## config.mk

```make
export PLATFORM = sky130hd
export DESIGN_NAME = vscale_debug_hart_ctrl
export DESIGN_NICKNAME = d
export VERILOG_FILES = /design/src/rtl/vscale_debug_hart_ctrl.sv
export SDC_FILE = /design/constraint.sdc
export NUM_CORES = 1
export LEC_CHECK = 0
export BUFFER_PORTS_ARGS = -buffer_cell sky130_fd_sc_hd__buf_2
export CAP_MARGIN = 25
export CORE_MARGIN = 10
export CORE_UTILIZATION = 35
export DETAILED_ROUTE_END_ITERATION = 16
export GPL_ROUTABILITY_DRIVEN = 0
export GPL_TIMING_DRIVEN = 1
export PLACE_DENSITY = 0.52
export SLEW_MARGIN = 15
export SYNTH_ARGS = -nofsm -noshare
export SYNTH_HDL_FRONTEND = slang
export SYNTH_SLANG_ARGS = --single-unit
```

## constraint.sdc

```tcl
create_clock -name clk -period 1.9 [get_ports clk]
set_input_delay 0 -clock clk [delete_from_list [all_inputs] [get_ports clk]]
set_output_delay 0 -clock clk [all_outputs]
set_load 0.03 [all_outputs]
```

## src/rtl/vscale_debug_hart_ctrl.sv

```systemverilog
// ---------------------------------------------------------------------------
// vscale_debug_hart_ctrl
//
// Per-hart halt/resume controller sitting between the debug module and one or
// more vscale_pipeline instances. Each hart runs a small 2-bit FSM
// (RUNNING -> HALTING -> HALTED -> RESUMING -> RUNNING). The block also keeps
// the sticky resumeack, havereset and halt-timeout flags, and reports
// any/all summary status over the harts currently selected by the DM.
//
// Handshake: there is no valid/ready pair here. pipe_halt is a level request
// held while a hart is HALTING or HALTED; the pipeline answers with the level
// pipe_halted. pipe_resume is held for the whole RESUMING stay, and the hart
// returns to RUNNING on the first cycle pipe_halted is seen low.
//
// Ports
//   clk, reset_n       clock, asynchronous active-low reset
//   hart_reset         per-hart reset pulse (forces RUNNING, sets havereset)
//   dm_haltreq         level halt request to the selected harts
//   dm_resumereq       resume pulse to the selected harts
//   dm_ackhavereset    pulse, clears havereset on the selected harts
//   dm_hartsel         hart index
//   dm_hasel/hamask    hart array mask, OR-ed into the selection when hasel=1
//   pipe_halted        per-hart "drained and stopped" from the pipeline
//   pipe_halt          per-hart halt/stall level to the pipeline
//   pipe_resume        per-hart, high while the hart is RESUMING
//   any*/all*          summary status over the selected harts
//   anynonexistent     dm_hartsel addresses a hart that does not exist
//   dbg_state          packed per-hart FSM state (hart i at [2i+1:2i])
// ---------------------------------------------------------------------------
module vscale_debug_hart_ctrl #(
    parameter int N_HARTS        = 4,
    parameter int HARTSEL_W      = 5,
    parameter int CNT_W          = 8,
    parameter int TIMEOUT_CYCLES = 200
) (
    input  logic                   clk,
    input  logic                   reset_n,
    input  logic [N_HARTS-1:0]     hart_reset,
    input  logic                   dm_haltreq,
    input  logic                   dm_resumereq,
    input  logic                   dm_ackhavereset,
    input  logic [HARTSEL_W-1:0]   dm_hartsel,
    input  logic                   dm_hasel,
    input  logic [N_HARTS-1:0]     dm_hamask,
    input  logic [N_HARTS-1:0]     pipe_halted,
    output logic [N_HARTS-1:0]     pipe_halt,
    output logic [N_HARTS-1:0]     pipe_resume,
    output logic                   anyhalted,
    output logic                   allhalted,
    output logic                   anyrunning,
    output logic                   allrunning,
    output logic                   anyresumeack,
    output logic                   allresumeack,
    output logic                   anyhavereset,
    output logic                   allhavereset,
    output logic                   anytimeout,
    output logic                   anynonexistent,
    output logic [2*N_HARTS-1:0]   dbg_state
);

    typedef enum logic [1:0] {
        ST_RUNNING  = 2'd0,
        ST_HALTING  = 2'd1,
        ST_HALTED   = 2'd2,
        ST_RESUMING = 2'd3
    } state_t;

    localparam logic [CNT_W-1:0] TO_CNT = CNT_W'(TIMEOUT_CYCLES);

    state_t             r_state     [N_HARTS];
    logic [CNT_W-1:0]   r_cnt       [N_HARTS];
    logic [N_HARTS-1:0] r_timeout;
    logic [N_HARTS-1:0] r_resumeack;
    logic [N_HARTS-1:0] r_havereset;

    logic [N_HARTS-1:0] w_onehot;
    logic [N_HARTS-1:0] w_sel;
    logic [N_HARTS-1:0] w_halted;
    logic [N_HARTS-1:0] w_running;
    logic               w_sel_any;

    // Out-of-range hartsel decodes to no hart at all.
    always_comb begin
        w_onehot = '0;
        for (int i = 0; i < N_HARTS; i++) begin
            w_onehot[i] = (dm_hartsel == HARTSEL_W'(i));
        end
    end

    assign w_sel     = w_onehot | (dm_hasel ? dm_hamask : '0);
    assign w_sel_any = |w_sel;

    always_ff @(posedge clk or negedge reset_n) begin
        if (!reset_n) begin
            for (int i = 0; i < N_HARTS; i++) begin
                r_state[i] <= ST_RUNNING;
                r_cnt[i]   <= '0;
            end
            r_timeout   <= '0;
            r_resumeack <= '0;
            r_havereset <= '1;
        end else begin
            for (int i = 0; i < N_HARTS; i++) begin
                if (hart_reset[i]) begin
                    // Hart reset beats every DM request, including the
                    // havereset acknowledge in the same cycle.
                    r_state[i]     <= ST_RUNNING;
                    r_cnt[i]       <= '0;
                    r_timeout[i]   <= 1'b0;
                    r_resumeack[i] <= 1'b0;
                    r_havereset[i] <= 1'b1;
                end else begin
                    if (dm_ackhavereset && w_sel[i]) begin
                        r_havereset[i] <= 1'b0;
                    end
                    case (r_state[i])
                        ST_RUNNING: begin
                            if (dm_haltreq && w_sel[i]) begin
                                r_state[i] <= ST_HALTING;
                                r_cnt[i]   <= '0;
                            end
                        end
                        ST_HALTING: begin
                            // Once started, a halt runs to completion even if
                            // haltreq drops; a timeout is only a flag.
                            if (pipe_halted[i]) begin
                                r_state[i]   <= ST_HALTED;
                                r_timeout[i] <= 1'b0;
                            end else if (r_cnt[i] != TO_CNT) begin
                                r_cnt[i] <= r_cnt[i] + CNT_W'(1);
                                if (r_cnt[i] + CNT_W'(1) == TO_CNT) begin
                                    r_timeout[i] <= 1'b1;
                                end
                            end
                        end
                        ST_HALTED: begin
                            // haltreq takes priority over a concurrent resume.
                            if (dm_resumereq && w_sel[i] && !dm_haltreq) begin
                                r_state[i]     <= ST_RESUMING;
                                r_resumeack[i] <= 1'b0;
                            end
                        end
                        ST_RESUMING: begin
                            if (!pipe_halted[i]) begin
                                r_state[i]     <= ST_RUNNING;
                                r_resumeack[i] <= 1'b1;
                            end
                        end
                        default: begin
                            r_state[i] <= ST_RUNNING;
                        end
                    endcase
                end
            end
        end
    end

    // Pipeline controls and status are pure decodes of the state registers.
    always_comb begin
        pipe_halt   = '0;
        pipe_resume = '0;
        w_halted    = '0;
        w_running   = '0;
        dbg_state   = '0;
        for (int i = 0; i < N_HARTS; i++) begin
            pipe_halt[i]        = (r_state[i] == ST_HALTING) || (r_state[i] == ST_HALTED);
            pipe_resume[i]      = (r_state[i] == ST_RESUMING);
            w_halted[i]         = (r_state[i] == ST_HALTED);
            w_running[i]        = (r_state[i] == ST_RUNNING);
            dbg_state[2*i +: 2] = r_state[i];
        end
    end

    // all* is forced low for an empty selection; any* is naturally low then.
    assign anyhalted    = |(w_halted & w_sel);
    assign allhalted    = w_sel_any && (&(w_halted | ~w_sel));
    assign anyrunning   = |(w_running & w_sel);
    assign allrunning   = w_sel_any && (&(w_running | ~w_sel));
    assign anyresumeack = |(r_resumeack & w_sel);
    assign allresumeack = w_sel_any && (&(r_resumeack | ~w_sel));
    assign anyhavereset = |(r_havereset & w_sel);
    assign allhavereset = w_sel_any && (&(r_havereset | ~w_sel));
    assign anytimeout   = |(r_timeout & w_sel);

    assign anynonexistent = ({1'b0, dm_hartsel} >= (HARTSEL_W + 1)'(N_HARTS));

endmodule

```

After elaboration in Yosys (flattened, before gate mapping)

Cells that the tools add are included.

Reduce and logical (&&, ||, !) cells: 80
Equal/unequal tests: 47
Order comparisons: 1
Multiplexer cells: 89
Add/sub/neg operators: 4
Bitwise operators: 11

Operators by type and width:

| kind                                                 | number |
|---|---|
| two-way mux 8 bit                                    | 16 |
| case mux 8 bit (2 select lines)                      | 4 |
| != test 3 bit (second input constant)                | 16 |
| AND reduction 4 bit                                  | 12 |
| nonzero test 3 bit                                   | 16 |
| two-way mux 1 bit                                    | 40 |
| two-way mux 2 bit                                    | 20 |
| adder 8 x 1 -> 8 bit (second input constant)         | 4 |
| equality test 8 bit (second input constant)          | 4 |
| != test 8 bit (second input constant)                | 4 |
| case mux 2 bit (4 select lines)                      | 4 |
| != test 3 x 2 -> 1 bit (second input constant)       | 8 |
| AND reduction 3 bit                                  | 8 |
| OR reduction 4 bit                                   | 6 |
| bitwise AND 4 bit                                    | 5 |
| logical AND 1 bit                                    | 20 |
| bitwise OR 4 bit                                     | 5 |
| equality test 2 bit (second input constant)          | 8 |
| nonzero test 2 bit                                   | 8 |
| equality test 5 x 2 -> 1 bit (second input constant) | 2 |
| equality test 2 x 1 -> 1 bit (second input constant) | 4 |
| logical NOT 2 bit                                    | 4 |
| case mux 1 bit (2 select lines)                      | 4 |
| equality test 5 x 1 -> 1 bit (second input constant) | 1 |
| other kinds (6)                                      | 9 |

Bits in registers: 52
Output and inout bits: 26
Word-level logic and storage cells: 252

Depth between registers and ports, before layout

Gate-level depths: netlist of the first run.

Depth after elaboration: 7
Mapped depth: 8
Mapped depth without buffers: 7

Worst setup path before layout of the first run

No wires, ideal clock.

Kind: reg-to-reg
From: register r_state, in the netlist dbg_state[2]
To: register r_state, in the netlist dbg_state[2]
Arrival time: 1922 ps
Setup slack: -126 ps
Required time: 1796 ps
Stages on the path, launching flop included: 7
Setup time: 104 ps
Cells stage by stage: dfrtp_1 > ha_1 > and3b_1 > a31oi_1 > o211ai_1 > or4b_1 > o311ai_1

Cells in the longest elaborated chain, start to end: 3

Ends and longest elaborated chain:

| item                                                                       | line | source |
|---|---|---|
| start: declaration                                                         | 70   | `state_t r_state [N_HARTS];` |
| start signal: indexed assignment                                           | 96   | `r_state[i] <= ST_RUNNING;` |
| start signal: indexed assignment                                           | 107  | `r_state[i] <= ST_RUNNING;` |
| start signal: indexed assignment                                           | 119  | `r_state[i] <= ST_HALTING;` |
| equality test 2 bit (*)                                                    | -    |  |
| named net pipe_resume[1]                                                   | 47   | `output logic [N_HARTS-1:0] pipe_resume,` |
| != test 3 bit (no line) or case mux 2 bit (4 select lines) (tied branches) | -    |  |
| AND reduction 4 bit (no line) or two-way mux 2 bit (tied branches)         | -    |  |

The timed path passes the listed nets; every way through them passes the cells marked *.
A chain may end at the register's enable or synchronous reset.

Final worst setup path of the first run

From: register r_state, in the netlist dbg_state[3]
To: register r_state, in the netlist dbg_state[2]

Cells in the longest elaborated chain, start to end: 3

Ends and longest elaborated chain:

| item                                                               | line | source |
|---|---|---|
| equality test 2 bit (tied with other cells)                        | 116  | `case (r_state[i])` |
| != test 3 x 2 -> 1 bit (no line) (tied with other cells)           | -    |  |
| AND reduction 4 bit (no line) or two-way mux 2 bit (tied branches) | -    |  |

Several ways; a longest one is shown, not always the timed one.

==> flow_metrics.py, run 1 <==
metrics = {
    "final_layout": {
        "area_growth_pct": 25.0,
        "drive_gt1_share_pct": 26.8,
        "fin_nets": 588,
        "fin_area_mm2": 0.00480,
        "antenna_cells": 0,
    },
    "timing": {
        "fmax_mhz": 533,
        "post-route-period-util_pct": 98.7,
        "setup_viol": 0,
        "finalClockSkew_ns": 0.00589,
        "tightest_slew_ns": 0.504,
        "setup_tns_ns": 0,
        "hold_viol": 0,
        "holdWs_ns": 0.0245,
        "relSlewSlack_pct": 66.4,
        "rsz0062_at_grt": "yes",
        "report.final.slew_viol_count": 0,
        "fin_crit_ns": 1.87,
    },
    "route": {
        "wl_met1_um": 4980,
        "met3_length_um": 414,
        "drt_iter0_drc": 203,
        "firstDrtPassIters": 4,
        "via_count": 3659,
        "dr_wl_met2_um": 5500,
        "wl_per_cell_um": 16.1,
        "finalWirelength_um": 11000,
        "vias_per_cell": 5.37,
        "ant_nets": 0,
        "dr.max_layer_used": "met4",
        "route.detailed.drc": 0,
    },
    "floorplan": {
        "coreArea_mm2": 0.0108,
        "die_area_mm2": 0.0156,
        "io_pins": 49,
        "fp.dieW_um": 125,
        "die_y_um": 125,
        "start_util_pct": 35.6,
        "row_count": 38,
    },
    "logic_synthesis": {
        "synth_nets": 497,
        "yosysTopAreaCell": "dfrtp_1",
        "synth.yosys.seq_area_share_pct": 34.0,
        "synthAdderAreaFrac_pct": 8.15,
        "yosys-top-cells-area": "dfrtp_1, ha_1, o21ai_0",
        "synthXorXnorAreaFrac_pct": 0.913,
        "ys_async_sr_fraction_pct": 100,
        "synth_cell_types": 65,
        "synth_seq_cells": 52,
        "synth_top_area_share_pct": 31.3,
        "synth-compound-area-share_pct": 26.1,
        "synth-edff-count": 0,
        "synth_cells": 449,
        "yosysWarningCount": 0,
        "ys.flop_type": "dfrtp_1",
        "synth-simple-area-share_pct": 24.6,
        "synth_top_family_by_area": "compound AO/OA/AOI/OAI gates",
        "synth_area_mm2": 0.00384,
        "syn_area_per_cell_um2": 8.55,
        "synth_mux_area_share_pct": 1.30,
    },
    "setup_path": {
        "reg2reg_depth": 7,
        "required_ns": 2.11,
        "critical-path-max-stage-delay_ns": 0.48,
        "crit_chain": "buf_4, ha_2, and3b_1, a31oi_1, o211ai_1, or4b_1, o311ai_1",
        "end_kind": "flop",
        "cp.arrival_ns": 2.08,
        "worstPathMaxFanout": 3,
        "cp-start-kind": "flop",
        "criticalPathCategory": "flop to flop",
        "critPathSlowestCell": "or4b_1",
    },
    "place": {
        "io_buffers": 48,
        "place_area_mm2": 0.00455,
        "place_hpwl_um": 8450,
    },
    "clock_tree": {
        "clock_sinks": 52,
        "htree_levels": 2,
        "tritoncts": "built",
        "cts_made_buffers": 5,
        "cts_buffer_depth": 2,
        "path_clk_slew_ns": 0.10,
        "root_buffer": "clkbuf_8",
        "clk_latency_ns": 0.31,
    },
    "global_route": {
        "antenna_found_initial": 0,
        "track_usage_pct": 13.7,
        "grt_max_degree": 34,
        "grt_pass1_wl_um": 18500,
        "grt_pass1_vias": 3646,
        "gr-total-overflow": 0,
    },
    "outcome": {
        "status": "completed",
    },
    "power_and_ir_drop": {
        "power_leakage_nw": 2.14,
        "peakVddDrop_mv": 0.723,
        "powerDensity_mw_per_mm2": 1000,
    },
    "hold_path": {
        "hold_path.class": "primary input to flop",
        "min_path_cells": 2,
    },
    "run": {
        "cap_violations": 0,
    },
}
report_power, final:
group | total (mW) | internal [mW] | switching (mW)
clock network | 0.680 | 0.299 | 0.381
logic | 2.78 | 1.17 | 1.61
registers | 1.34 | 1.24 | 0.101
cells by family (layout without fill, tap and decap cells):
group | after synthesis | in the layout
simple gates | 172 | 172
compound gates | 144 | 144
flops | 52 | 52
buf+inv | 47 | 139
fa+ha+maj | 25 | 25
mux | 5 | 5
xor+xnor | 4 | 4
path summary, 6_finish.rpt:
kind / start / slack [ns] / endpoint
max: dbg_state[3]$_DFFE_PN0P_ / 0.03 / dbg_state[2]$_DFFE_PN0P_
min reg2reg: r_cnt[6]$_DFFE_PN0P_ / 0.51 / r_cnt[6]$_DFFE_PN0P_
min: hart_reset[3] / 0.02 / r_havereset[3]$_DFFE_PN1P_
max in group asynchronous: reset_n / 1.09 / r_havereset[2]$_DFFE_PN1P_
min in group asynchronous: reset_n / 0.18 / r_cnt[16]$_DFFE_PN0P_
max reg2reg: dbg_state[3]$_DFFE_PN0P_ / 0.03 / dbg_state[2]$_DFFE_PN0P_
placed cells by master (no fill, tap or decap), drive strengths merged, types with 13 or more instances in the layout:
master  Yosys  routed
a22oi      13      13
buf         4      99
dfrtp      48      48
ha         25      25
inv        30      30
nand2      40      40
nand2b     23      23
nand3      16      16
nor2       31      31
o21ai      46      46
o31ai      18      18
through the flow:
step / power (mW) / instances / setup slack [ns] / utilization [%]
CTS: 4.71 / 680 / 0.000264 / 43.4
finish: 4.81 / 681 / 0.0252 / 44.4
detailed placement: 3.95 / 667 / -0.00513 / 42.2
floorplan: 2.96 / 449 / 0.00331 / -
global placement: 3.91 / 667 / 0.0306 / 42.2
global route: 5.20 / 681 / -0.0668 / 44.4
registers in the layout, summed over array words and instances (netlist names):
signal / count
dbg_state: 8
r_cnt: 32
r_havereset: 4
r_resumeack: 4
r_timeout: 4
timing repair:
item	4_1_cts	5_1_grt
setup endpoints to repair	4	38
cloned	0	0
pin swaps	0	5
gates resized for setup	2	25
setup buffers	3	1
endpoints found under the hold margin	21	0
hold buffers	2	0
worst max-delay path, delay by kind of cell, from the launching register on:
kind                     cells  cell delay, ns
AND/OR/NAND/NOR              2            0.66
AO/OA/AOI/OAI                3            0.36
flip-flops                   1            0.42
adder cells (fa/ha/maj)      1            0.18
buffers and inverters        1            0.14
Yosys cell counts, drive strengths merged (5+ instances only):
master / n
o31ai: 18
a21o: 6
nor3: 8
nand2: 40
o41ai: 6
nor2b: 11
a22oi: 13
nand3: 16
o21ai: 46
a21oi: 8
ha: 25
o22ai: 11
a211oi: 5
dfrtp: 48
nand2b: 23
a31oi: 7
clkbuf: 13
and3: 9
mux2i: 5
nor2: 31
inv: 30
layout make-up:
cell class                      count  area (um^2)
Multi-Input combinational cell    350         2450
Timing Repair Buffer              101          658
Inverter                           30          113
Tap cell                          140          175
Fill cell                        1055         6000
Clock buffer                        8         90.1
Sequential cell                    52         1310
metal layers:
layer	vias to the layer above	GRT usage [%]
met5	-	0
met4	0	3.02
met3	7	2.38
met2	70	22.9
met1	1745	18.0
li1	1837	-
Power figures use the tool's default switching activity.
==> inputs of run 2 (changes only) <==
MAX_ROUTING_LAYER = met4   (was default)
RECOVER_POWER = 50   (was default)
==> run 2 against run 1 <==
Cell count unchanged. Routed wire length down 0.12%. Hold slack about the same. Largest power group unchanged. Highest routed layer unchanged.
==> flow_metrics.py, run 2 (same netlist as run 1, synthesis figures left out) <==
metrics = {
    "hold_path": {
        "min_to": "r_havereset[3]$_DFFE_PN1P_",
        "min_path_cells": 2,
        "min_from": "hart_reset[3]",
        "hold_path.class": "primary input to flop",
    },
    "power_and_ir_drop": {
        "power_leakage_nw": 2.11,
        "peakVddDrop_mv": 0.724,
        "powerDensity_mw_per_mm2": 1010,
    },
    "timing": {
        "tightest_slew_ns": 1.13,
        "hold_viol": 0,
        "post-route-period-util_pct": 98.8,
        "rsz0062_at_grt": "yes",
        "fin_crit_ns": 1.88,
        "fmax_mhz": 533,
        "worst_slack_ns": 0.0225,
        "setup_tns_ns": 0,
        "setup_viol": 0,
        "finalClockSkew_ns": 0.00584,
        "relSlewSlack_pct": 25.0,
        "report.final.slew_viol_count": 0,
    },
    "global_route": {
        "track_usage_pct": 14.1,
        "gr-total-overflow": 0,
        "grt_max_degree": 34,
        "antenna_found_initial": 0,
        "grt_pass1_wl_um": 18400,
        "grt_pass1_vias": 3649,
    },
    "place": {
        "io_buffers": 48,
        "place_hpwl_um": 8450,
        "place_area_mm2": 0.00455,
        "dp_worst_setup_slack_ns": -0.00513,
    },
    "final_layout": {
        "nFillCells": 1060,
        "area_growth_pct": 24.2,
        "final_common_cell": "buf_4",
        "fin_area_mm2": 0.00477,
        "largest_register_ffs": 32,
        "top_register": "r_cnt",
        "fin_nets": 588,
        "final_cell_mix": "buf_4, dfrtp_1, buf_2",
        "drive_gt1_share_pct": 25.3,
        "antenna_cells": 0,
    },
    "route": {
        "finalWirelength_um": 11000,
        "route.detailed.drc": 0,
        "vias_per_cell": 5.39,
        "firstDrtPassIters": 5,
        "drt_iter0_drc": 179,
        "via_count": 3673,
        "ant_nets": 0,
        "wl_per_cell_um": 16.1,
    },
    "clock_tree": {
        "root_buffer": "clkbuf_8",
        "clock_sinks": 52,
        "htree_levels": 2,
        "cts_buffer_depth": 2,
        "tritoncts": "built",
        "cts_made_buffers": 5,
        "clk_latency_ns": 0.31,
        "path_clk_slew_ns": 0.10,
    },
    "floorplan": {
        "die_area_mm2": 0.0156,
        "fp.dieW_um": 125,
        "die_y_um": 125,
        "start_util_pct": 35.6,
        "coreArea_mm2": 0.0108,
        "io_pins": 49,
        "row_count": 38,
    },
    "setup_path": {
        "worstPathMaxFanout": 3,
        "cp.arrival_ns": 2.09,
        "cp-start-kind": "flop",
        "worstReg2RegEnd": "dbg_state[2]$_DFFE_PN0P_",
        "rrSetupSlack_ns": 0.02,
        "end_kind": "flop",
        "r2r-start": "dbg_state[3]$_DFFE_PN0P_",
        "reg2reg_depth": 7,
        "required_ns": 2.11,
        "criticalPathCategory": "flop to flop",
    },
    "outcome": {
        "status": "completed",
    },
    "run": {
        "cap_violations": 0,
    },
}
## run 2: how the worst max path moves through the flow
stage                                     endpoint                     start  slack, ns  depth (start not counted)
after floorplan              r_cnt[13]$_DFFE_PN0P_  dbg_state[4]$_DFFE_PN0P_      0.003                          7
after global placement    dbg_state[4]$_DFFE_PN0P_  dbg_state[4]$_DFFE_PN0P_       0.03                          7
after detailed placement  dbg_state[4]$_DFFE_PN0P_  dbg_state[4]$_DFFE_PN0P_     -0.005                          7
after CTS                    r_cnt[19]$_DFFE_PN0P_     r_cnt[16]$_DFFE_PN0P_     0.0003                          8
after global routing         r_cnt[19]$_DFFE_PN0P_  dbg_state[3]$_DFFE_PN0P_      -0.07                          8
final                     dbg_state[2]$_DFFE_PN0P_  dbg_state[3]$_DFFE_PN0P_       0.02                          7
## run 2: power by group
part | internal, mW | switching (mW)
Clock | 0.299 | 0.380
Combinational | 1.16 | 1.61
Sequential | 1.24 | 0.102
Total | 2.70 | 2.10
## run 2: repair_timing
action,CTS,global route
hold endpoints to repair,21,0
pin swaps,0,5
resized for setup,2,25
hold buffers,2,0
cloned,0,0
endpoints found under the setup margin,4,38
setup buffers,3,1
## run 2: per-stage QoR
step,std cells,util (%),hold slack (ns),power (mW)
after floorplan,449,-,-0.296,2.96
after CTS,680,43.4,0.0138,4.71
final,681,44.2,0.0247,4.79
after detailed placement,667,42.2,0.00139,3.95
after global routing,681,44.2,0.0219,5.18
after global placement,667,42.2,0.00294,3.91
## run 2: worst max-delay path: stages (launching register included)
cell,delay (ns)
dfrtp_2,0.42
buf_4,0.14
ha_2,0.18
and3b_1,0.18
a31oi_1,0.14
o211ai_1,0.14
or4b_1,0.48
o311ai_1,0.08
## run 2: metal layers
| metal | GRT usage (%) | up-vias | part of all wire, % |
|---|---|---|---|
| met3 | 2.04 | 10 | 2.9 |
| li1 | - | 1840 | - |
| met2 | 23.0 | 58 | 50 |
| met1 | 18.1 | 1765 | 46 |
| met4 | 3.02 | 0 | 1.3 |
| met5 | - | - | 0 |
## run 2: area by class of cell
cell class,instances,area (um^2),share of cell area [%]
clock buffer,8,90.1,1.89
inverter,30,113,2.36
multi-input combinational,350,2440,51.2
sequential,52,1310,27.6
tap,140,175,3.67
timing repair buffer,101,634,13.3
==> inputs of run 3 (changes only) <==
--- a/constraint.sdc
+++ b/constraint.sdc
@@ -3,2 +3,2 @@
 set_output_delay 0 -clock clk [all_outputs]
-set_load 0.03 [all_outputs]
+set_load 0.1 [all_outputs]
==> run 3 against run 2 <==
Global-route usage rose by 0.20 points. Clock power rose by 2%. Sequential cell count did not move. Largest power group unchanged.
==> flow_metrics.py, run 3 (same netlist as run 1, synthesis figures left out) <==
metrics = {
    "setup_path": {
        "cp.arrival_ns": 2.11,
        "worstReg2RegEnd": "dbg_state[2]$_DFFE_PN0P_",
        "end_kind": "flop",
        "worstPathMaxFanout": 5,
        "reg2reg_depth": 7,
        "rrSetupSlack_ns": 0.006,
        "criticalPathCategory": "flop to flop",
        "cp-start-kind": "flop",
        "required_ns": 2.11,
        "r2r-start": "dbg_state[3]$_DFFE_PN0P_",
        "critPathLaunch": "dbg_state[3]$_DFFE_PN0P_",
    },
    "timing": {
        "fin_crit_ns": 1.89,
        "holdWs_ns": 0.0159,
        "tightest_slew_ns": 1.41,
        "report.final.slew_viol_count": 0,
        "setup_tns_ns": 0,
        "finalClockSkew_ns": 0.00443,
        "fmax_mhz": 528,
        "rsz0062_at_grt": "yes",
        "setup_viol": 0,
        "relSlewSlack_pct": 5.98,
        "post-route-period-util_pct": 99.7,
        "hold_viol": 0,
    },
    "clock_tree": {
        "clk_latency_ns": 0.31,
        "cts_made_buffers": 5,
        "root_buffer": "clkbuf_8",
        "cts_buffer_depth": 2,
        "clock_sinks": 52,
        "tritoncts": "built",
        "htree_levels": 2,
        "path_clk_slew_ns": 0.10,
    },
    "power_and_ir_drop": {
        "powerDensity_mw_per_mm2": 1200,
        "peakVddDrop_mv": 1.33,
        "power_leakage_nw": 2.24,
    },
    "place": {
        "place_hpwl_um": 8520,
        "place_area_mm2": 0.00496,
        "io_buffers": 48,
    },
    "floorplan": {
        "die_y_um": 125,
        "coreArea_mm2": 0.0108,
        "io_pins": 49,
        "die_area_mm2": 0.0156,
        "start_util_pct": 35.6,
        "fp.dieW_um": 125,
        "row_count": 38,
    },
    "hold_path": {
        "hold_path.class": "primary input to flop",
        "min_path_cells": 2,
        "min_from": "hart_reset[0]",
        "min_to": "r_havereset[0]$_DFFE_PN1P_",
    },
    "route": {
        "wl_per_cell_um": 16.4,
        "via_count": 3711,
        "finalWirelength_um": 11300,
        "route.detailed.drc": 0,
        "drt_iter0_drc": 278,
        "firstDrtPassIters": 4,
        "ant_nets": 0,
        "vias_per_cell": 5.39,
    },
    "run": {
        "cap_violations": 0,
    },
    "outcome": {
        "status": "completed",
    },
    "final_layout": {
        "fin_area_mm2": 0.00525,
        "drive_gt1_share_pct": 33.2,
        "final_common_cell": "buf_4",
        "antenna_cells": 0,
        "final_cell_mix": "buf_4, nand2_1, dfrtp_1",
        "nFillCells": 1006,
        "largest_register_ffs": 32,
        "area_growth_pct": 36.7,
        "fin_nets": 595,
        "finish.utilization_pct": 48.6,
        "top_register": "r_cnt",
    },
    "global_route": {
        "grt_pass1_vias": 3673,
        "grt_max_degree": 53,
        "grt_pass1_wl_um": 18600,
        "gr-total-overflow": 0,
        "antenna_found_initial": 0,
        "track_usage_pct": 14.3,
    },
}
==> run 3: cell count changes in the layout (fill, tap and decap cells not counted), sizes merged <==
cell	previous run	this run
buf	91	102
clkbuf	16	11
dlygate4sd3	2	3
==> run 3: worst max path at each step <==
stage                               endpoint  slack (ns)  cells after the start
floorplan                       allhavereset       -0.16                      4
global placement    dbg_state[6]$_DFFE_PN0P_       0.008                      7
detailed placement      r_cnt[3]$_DFFE_PN0P_       -0.02                      8
CTS                 dbg_state[2]$_DFFE_PN0P_      -0.008                      7
global route        dbg_state[2]$_DFFE_PN0P_       -0.07                      7
finish              dbg_state[2]$_DFFE_PN0P_       0.006                      7
==> run 3: layout make-up <==
cell class	instances	area (um^2)	share of cell area [%]
multi-input combinational	350	2670	50.8
sequential	52	1340	25.5
timing repair buffer	108	856	16.3
tap	140	175	3.34
inverter	30	123	2.34
clock buffer	8	90.1	1.72
==> run 3: per-layer routing <==
layer | vias to the layer above | global-route usage (%) | routed length (um)
met4 | 0 | 3.29 | 116
met2 | 64 | 22.9 | 5490
met1 | 1785 | 18.5 | 5360
li1 | 1853 | - | -
met5 | - | - | 0
met3 | 9 | 2.34 | 322
==> run 3: power breakdown <==
group | internal [mW] | switching (mW) | total [mW]
logic | 1.41 | 2.71 | 4.13
clock network | 0.299 | 0.395 | 0.694
registers | 1.28 | 0.168 | 1.45
==> run 3: metrics by stage <==
stage / setup WS, ns / instances / power [mW]
floorplan: -0.163 / 449 / 4.32
global placement: 0.00808 / 671 / 5.34
detailed placement: -0.0173 / 671 / 5.38
CTS: -0.00764 / 682 / 6.13
global route: -0.0705 / 688 / 6.66
finish: 0.00574 / 688 / 6.27
==> run 3: timing repair <==
item / CTS / global route
resized for setup: 4 / 24
pin swaps: 0 / 6
hold buffers: 3 / 0
endpoints found under the hold margin: 56 / 0
setup buffers: 0 / 6
setup endpoints to repair: 8 / 28
==> run 3: worst max-delay path: stages (launching register included) <==
cell and delay [ns]:
dfrtp_4 0.52, buf_6 0.13, ha_4 0.15, and3b_1 0.16, a31oi_1 0.13, o211ai_1 0.12, or4b_1 0.50, o311ai_2 0.09
